$ cat config.mk
export PLATFORM = sky130hd
export DESIGN_NAME = vip_packet_scheduler_flat
export DESIGN_NICKNAME = d
export VERILOG_FILES = /design/src/rtl/vip_packet_scheduler_if.sv /design/src/rtl/vip_packet_scheduler.sv /design/src/flat_wrapper.sv
export SDC_FILE = /design/constraint.sdc
export NUM_CORES = 1
export LEC_CHECK = 0
export BUFFER_PORTS_ARGS = -buffer_cell sky130_fd_sc_hd__buf_2
export CORE_UTILIZATION = 45
export CTS_BUF_LIST = sky130_fd_sc_hd__clkbuf_4
export DETAILED_ROUTE_END_ITERATION = 6
export GPL_TIMING_DRIVEN = 0
export PLACE_DENSITY = 0.67
export SETUP_SLACK_MARGIN = 0.4
export SKIP_CTS_REPAIR_TIMING = 1
export SLEW_MARGIN = 5
export SYNTH_ARGS = -nofsm -noshare
export SYNTH_HDL_FRONTEND = slang
export SYNTH_SLANG_ARGS = --single-unit
$ cat constraint.sdc
create_clock -name clk -period 4.3 [get_ports clk]
set_input_delay 1.075 -clock clk [delete_from_list [all_inputs] [get_ports clk]]
set_output_delay 1.075 -clock clk [all_outputs]
set_load 0.02 [all_outputs]
$ cat src/rtl/vip_packet_scheduler_if.sv
// vip_packet_scheduler_if: Avalon-ST pixel sink and VIP source bundle for the frame scheduler.
interface vip_packet_scheduler_if #(parameter int DW = 24);
   logic [DW-1:0] snk_data;
   logic snk_valid, snk_ready;
   logic [DW-1:0] src_data;
   logic src_valid, src_ready, src_sop, src_eop;
   modport master (input snk_data, snk_valid, src_ready, output snk_ready, src_data, src_valid, src_sop, src_eop);
   modport slave (output snk_data, snk_valid, src_ready, input snk_ready, src_data, src_valid, src_sop, src_eop);
endinterface

$ cat src/rtl/vip_packet_scheduler.sv
// vip_packet_scheduler: per-frame control packet, video header, then width*height pixels.
// VIP_SCHED_CTRL_REPEAT_EN: send a control packet before every frame, not only after a config change.
module vip_packet_scheduler #(parameter int DW = 24) (
   input  logic clk,
   input  logic rst,
   input  logic enable,
   input  logic [15:0] cfg_width,
   input  logic [15:0] cfg_height,
   input  logic [3:0] cfg_interlace,
   input  logic cfg_valid,
   output logic cfg_err,
   output logic busy,
   output logic frame_done,
   vip_packet_scheduler_if.master bus
);
   typedef enum logic [1:0] {IDLE, CTRL, VHDR, PIX} state_t;
   state_t state, state_nx;
   logic [15:0] sh_w, sh_h, act_w, act_h, x, y;
   logic [3:0] sh_il, act_il;
   logic [1:0] beat;
   logic [DW-1:0] ctrl_data;
   logic sh_ok, pending, cfg_bad, cfg_load, accept, last, start, go, with_ctrl;
   assign cfg_bad = cfg_width == '0 || cfg_height == '0;
   assign cfg_load = cfg_valid && !cfg_bad;
   assign accept = bus.src_valid && bus.src_ready;
   assign last = x == act_w - 16'd1 && y == act_h - 16'd1;
   assign start = enable && sh_ok;
   assign go = start && (state == IDLE || frame_done);
   assign busy = state != IDLE;
`ifdef VIP_SCHED_CTRL_REPEAT_EN
   assign with_ctrl = 1'b1;
`else
   assign with_ctrl = pending;
`endif
   always_comb begin
      ctrl_data = beat == 2'd0 ? 24'h00000F :
                  beat == 2'd1 ? {4'h0, act_w[7:4], 4'h0, act_w[11:8], 4'h0, act_w[15:12]} :
                  beat == 2'd2 ? {4'h0, act_h[11:8], 4'h0, act_h[15:12], 4'h0, act_w[3:0]} :
                                 {4'h0, act_il, 4'h0, act_h[3:0], 4'h0, act_h[7:4]};
      bus.src_valid = state == CTRL || state == VHDR || (state == PIX && bus.snk_valid);
      bus.src_data = state == PIX ? bus.snk_data : state == CTRL ? ctrl_data : '0;
      bus.src_sop = (state == CTRL && beat == 2'd0) || state == VHDR;
      bus.src_eop = (state == CTRL && beat == 2'd3) || (state == PIX && last);
      bus.snk_ready = state == PIX && bus.src_ready;
      frame_done = state == PIX && accept && last;
      state_nx = state;
      case (state)
         IDLE: state_nx = start ? (with_ctrl ? CTRL : VHDR) : IDLE;
         CTRL: state_nx = accept && beat == 2'd3 ? VHDR : CTRL;
         VHDR: state_nx = accept ? PIX : VHDR;
         PIX:  state_nx = !frame_done ? PIX : start ? (with_ctrl ? CTRL : VHDR) : IDLE;
         default: state_nx = IDLE;
      endcase
   end
   always_ff @(posedge clk or posedge rst) begin
      if (rst) begin
         state <= IDLE;
         cfg_err <= 1'b0;
         sh_ok <= 1'b0;
         pending <= 1'b0;
         {sh_w, sh_h, sh_il} <= '0;
         {act_w, act_h, act_il} <= '0;
         beat <= '0;
         x <= '0;
         y <= '0;
      end else begin
         state <= state_nx;
         cfg_err <= cfg_valid && cfg_bad;
         if (cfg_load) begin
            {sh_w, sh_h, sh_il} <= {cfg_width, cfg_height, cfg_interlace};
            sh_ok <= 1'b1;
         end
         // a write landing on a frame-start edge stays pending for the following frame
         pending <= cfg_load || (pending && !go);
         if (go) {act_w, act_h, act_il} <= {sh_w, sh_h, sh_il};
         beat <= state == CTRL && accept ? beat + 2'd1 : beat;
         if (state == PIX && accept) begin
            x <= x == act_w - 16'd1 ? '0 : x + 16'd1;
            y <= x != act_w - 16'd1 ? y : last ? '0 : y + 16'd1;
         end
      end
   end
endmodule
$ cat src/flat_wrapper.sv
// flat-port wrapper written by rule: the top's interface ports become plain ports
module vip_packet_scheduler_flat 
#(parameter int DW = 24)
  (clk, rst, enable, cfg_width, cfg_height, cfg_interlace, cfg_valid, cfg_err, busy, frame_done, bus_snk_data, bus_snk_valid, bus_src_ready, bus_snk_ready, bus_src_data, bus_src_valid, bus_src_sop, bus_src_eop);
  vip_packet_scheduler_if #(.DW(DW)) bus_i ();
  input  logic clk;
  input  logic rst;
  input  logic enable;
  input  logic [15:0] cfg_width;
  input  logic [15:0] cfg_height;
  input  logic [3:0] cfg_interlace;
  input  logic cfg_valid;
  output logic cfg_err;
  output logic busy;
  output logic frame_done;
  input wire logic [$bits(bus_i.snk_data)-1:0] bus_snk_data;
  input wire logic [$bits(bus_i.snk_valid)-1:0] bus_snk_valid;
  input wire logic [$bits(bus_i.src_ready)-1:0] bus_src_ready;
  output wire logic [$bits(bus_i.snk_ready)-1:0] bus_snk_ready;
  output wire logic [$bits(bus_i.src_data)-1:0] bus_src_data;
  output wire logic [$bits(bus_i.src_valid)-1:0] bus_src_valid;
  output wire logic [$bits(bus_i.src_sop)-1:0] bus_src_sop;
  output wire logic [$bits(bus_i.src_eop)-1:0] bus_src_eop;
  assign bus_i.snk_data = bus_snk_data;
  assign bus_i.snk_valid = bus_snk_valid;
  assign bus_i.src_ready = bus_src_ready;
  assign bus_snk_ready = bus_i.snk_ready;
  assign bus_src_data = bus_i.src_data;
  assign bus_src_valid = bus_i.src_valid;
  assign bus_src_sop = bus_i.src_sop;
  assign bus_src_eop = bus_i.src_eop;
  vip_packet_scheduler #(.DW(DW)) u_core (.clk(clk), .rst(rst), .enable(enable), .cfg_width(cfg_width), .cfg_height(cfg_height), .cfg_interlace(cfg_interlace), .cfg_valid(cfg_valid), .cfg_err(cfg_err), .busy(busy), .frame_done(frame_done), .bus(bus_i));
endmodule
# == Word-level counts from Yosys, hierarchy flattened ==
# Index checks and enable logic that the tools add are counted.
# totals
input_bits,66
mem_bits_ro,0
latchBits,0
ramBits,0
regBits,111
memories,0
elab_cells,72
# op_classes
n_shift,0
muxes,13
eq_ne,9
multipliers,0
bitwise_logic,1
n_div,0
reduce_logical,31
addsub,5
magnitude_cmp,0
# op_table
cell,n
24-bit 2-to-1 mux,4
16-bit by 1-bit adder with 16-bit output (second input constant),2
16-bit equality test,2
16-bit logical NOT,2
16-bit 2-to-1 mux,2
16-bit by 1-bit subtractor with 16-bit output (second input constant),2
20-bit 2-to-1 mux,1
1-bit logical AND,16
16-bit inequality test,1
2-bit equality test (second input constant),4
2-bit 2-to-1 mux,4
2-bit one-hot mux with 4 select lines,1
1-bit logical OR,7
2-bit by 1-bit equality test with 1-bit output (second input constant),2
2-bit logical NOT,2
2-bit by 1-bit adder with 2-bit output (second input constant),1
1-bit logical NOT,2
2-bit AND reduction,1
2-bit nonzero test,1
1-bit 2-to-1 mux,1
1-bit NOT,1

# == Longest topological paths before layout ==
# logic_depth
ltp_word,11
ltp_mapped,13
mapped_depth_nobuf,10

# == Worst setup path before layout ==
# Ideal clock, no wire load.
# synth_timing
path_kind,register to output
start,reg u_core.act_w[0]
end,out frame_done
arrival_ns,3.315
path_stages_with_launch,12
slack_ns,-0.090
required_ns,3.225
path_cell_list,dfrtp_1 -> inv_1 -> ha_1 -> or4b_1 -> clkbuf_2 -> or4_1 -> nor3b_1 -> a21oi_1 -> nor4_4 -> nand2_2 -> clkbuf_1 -> nor3_1
# synth_between
elab_chain_cells,4
# synth_rtl
element,line_no,text
from (decl),vip_packet_scheduler.sv:18,"logic [15:0] sh_w, sh_h, act_w, act_h, x, y;"
from (signal assigned),vip_packet_scheduler.sv:75,"if (go) {act_w, act_h, act_il} <= {sh_w, sh_h, sh_il};"
16-bit by 1-bit subtractor with 16-bit output,vip_packet_scheduler.sv:26,assign last = x == act_w - 16'd1 && y == act_h - 16'd1;
16-bit equality test,vip_packet_scheduler.sv:26,
1-bit logical AND,vip_packet_scheduler.sv:26,
1-bit logical AND,vip_packet_scheduler.sv:45,frame_done = state == PIX && accept && last;
to (decl),flat_wrapper.sv:15,output logic frame_done;
# No other way between the ends.

# == Worst setup path in the final report ==
# Ends and elaborated chain as after synthesis.

==> impl_metrics.ini <==
[route]
vias_per_cell = 5.84
via_count = 7043
drt_iter0_drc = 586
dr.pass1.iters = 4
wl_per_cell_um = 17.6
postRouteAntennaNets = 0
drc = 0
wirelength_mm = 21.2

[worst_setup_path]
crit_path_start_kind = register
path_class = register to output pin
r2r-start = u_core.act_w[0]$_DFFE_PP0P_
crit_fanout = 6
timing.reg2reg.setup_slack_ns = 0.79
worstSetupStartpoint = u_core.act_w[0]$_DFFE_PP0P_
cp-end-kind = output pin
cp_data_arrival_time_ns = 3.39
worstPathRequired_ns = 3.22

[clocking]
clk_latency_ns = 0.51
clock-sinks = 111
cts_root_buf = clkbuf_4
cts.clk_slew.worst_paths_ns = 0.19
cts-htree-levels = 3
cts.path.max_buffers = 2
numCtsBuffers = 9
cts_tree = yes

[sta]
setup_ws_ns = -0.168
clock.fmax_mhz = 224
slew_headroom = 0.517
worst_pin_slew_ns = 0.724
tns_ns = -0.229
rsz0062_at_grt = true
hold_viol = 0
hold_ws_ns = 0.499
fin_crit_ns = 4.47
slew_violations = 0
period_share = 1.04
setup_viol = 2
skew_ns = 0.0164

[cells_and_area]
area_delta_synth_final_pct = 21.3
drive_above_1_share = 0.259
nNetsFinal = 1062
design_area_um2 = 8880
regArea_um2 = 2780
fillers = 1480
final_util = 0.559
multiInputGateArea_um2 = 4490

[floorplanning]
die_area_um2 = 16800
start_util = 0.461
core_region_area_um2 = 15900
placementRows = 46
die_w_um = 130
ioPinCount = 97
die_y_um = 130

[grt]
grt_pass1_vias = 6306
antenna_found_initial = 1
grt_max_degree = 40
grt_pass1_wl_mm = 33.2
overflow = 0
track_usage = 0.254

[power]
power_mw = 4.51
pwr_density_cell_nw_per_um2 = 508
leakage_nw = 3.78
ir_drop_v = 0.000253

[synth]
ys_ff_latch = 111
synth.cell_area_um2 = 7320
synth_edf_count = 0
synth-main-ff-cell = dfrtp_1
synth_nets = 927
syn_inst = 848
avgSynthCellArea_um2 = 8.63
ys_seq_area_frac = 0.379
ys_types = 61
synthArstFlopShare = 1.00
ys.warnings.count = 0

[placed_design]
numPortBuffers = 96
place_congestion = 0.890
dp_hpwl_mm = 15.5
placed_cell_area_um2 = 8210

[worst_hold_path]
hold_class = input pin to async pin

[flow_run]
drv_cap = 0

[outcome]
violations = setup timing
status = finished, violations left
==> cell usage after synthesis, drive strengths merged, types with 4 or more instances <==
cell	number	share of area
and2	15	0.013
nor2	24	0.012
nand2	51	0.026
a22o	8	0.0096
o41ai	5	0.0060
clkbuf	62	0.032
nor2b	9	0.0077
xor2	14	0.017
o311ai	8	0.0096
nor4b	7	0.0084
nand4	11	0.0094
or4	7	0.0072
a31oi	4	0.0034
mux2	44	0.068
o211ai	4	0.0041
nor4	19	0.019
xnor2	30	0.036
inv	20	0.010
dfrtp	111	0.38
o31ai	11	0.011
a21oi	62	0.042
mux2i	10	0.014
nand2b	12	0.010
and3	47	0.040
nor3	17	0.012
nor3b	5	0.0051
ha	13	0.022
buf	12	0.0084
nand3	119	0.081
o21ai	49	0.033
==> through the flow <==
step	instances	setup WS [ns]
finish	1205	-0.168
global route	1205	-0.242
CTS	1179	-0.821
detailed placement	1163	-0.228
global placement	1160	-0.213
floorplan	848	0.308
==> cells in the final DEF, fill, tap and decap left out, drive strengths merged, types with 8 or more instances in the layout <==
cell type,count
nor2b,9
o311ai,8
nand4,11
clkbuf,67
mux2,44
and2,15
a21oi,62
o31ai,11
o21ai,49
nor4,19
nor3,17
dfrtp,111
mux2i,10
nand2b,12
nand2,51
nand3,119
a22o,8
buf,141
and3,47
xor2,14
xnor2,30
inv,21
nor2,24
ha,13
==> final timing paths <==
kind	end	depth (start not counted)
max	frame_done	13
min	u_core.sh_h[9]$_DFFE_PP0P_	2
max reg2reg	u_core.act_h[1]$_DFFE_PP0P_	15
max in group asynchronous	u_core.sh_w[7]$_DFFE_PP0P_	4
min in group clk	u_core.y[15]$_DFFE_PP0P_	1
min reg2reg	u_core.y[15]$_DFFE_PP0P_	1
==> final cells by class <==
class | instances | area share
Clock inverter | 6 | 0.00507
Inverter | 20 | 0.00944
Buffer | 74 | 0.0390
Multi-Input combinational cell | 643 | 0.505
Clock buffer | 10 | 0.00845
Sequential cell | 111 | 0.313
Tap cell | 216 | 0.0304
Antenna cell | 1 | 0.000282
Timing Repair Buffer | 124 | 0.0886
==> where the power goes <==
part | switching, mW | internal, mW
clock network | 0.382 | 0.130
registers | 0.235 | 1.27
logic | 1.52 | 0.976
total | 2.13 | 2.37
==> worst max-delay path, cell delays in order, from the launching register on <==
cell and delay (ns):
dfrtp_2 0.49, inv_4 0.08, ha_4 0.14, or4b_4 0.46
buf_6 0.14, or4_4 0.49, nor3b_2 0.22, a21oi_2 0.08
nor4_4 0.16, buf_6 0.18, nand2_8 0.06, buf_8 0.13
nor3_4 0.11, buf_6 0.14
==> metal layers <==
layer  vias up  part of all wire  global-route usage
met3        35             0.061              0.0301
met2       277              0.44               0.388
met4         0             0.022              0.0793
met1      3357              0.48               0.376
li1       3374                 -                   -
met5         -                 0                   0
==> kinds of logic (layout without fill, tap and decap cells) <==
| logic type | count (synthesis) | in the layout | share of synthesized area |
|---|---|---|---|
| mux | 54 | 54 | 0.0813 |
| compound gates | 178 | 178 | 0.150 |
| buf+inv | 94 | 234 | 0.0506 |
| xor+xnor | 44 | 44 | 0.0526 |
| flops | 111 | 111 | 0.379 |
| fa+ha+maj | 13 | 13 | 0.0222 |
| other cells | 0 | 1 | 0 |
| simple gates | 354 | 354 | 0.263 |
==> sequential cells by signal (all words and copies together), names as in the netlist <==
signal / cells
u_core.y: 16
u_core.pending: 1
u_core.sh_ok: 1
u_core.x: 16
u_core.sh_il: 4
u_core.act_il: 4
u_core.act_h: 16
u_core.beat: 2
u_core.state: 2
u_core.act_w: 16
u_core.sh_h: 16
u_core.sh_w: 16
u_core.cfg_err: 1
(Power assumes the default switching activity.)
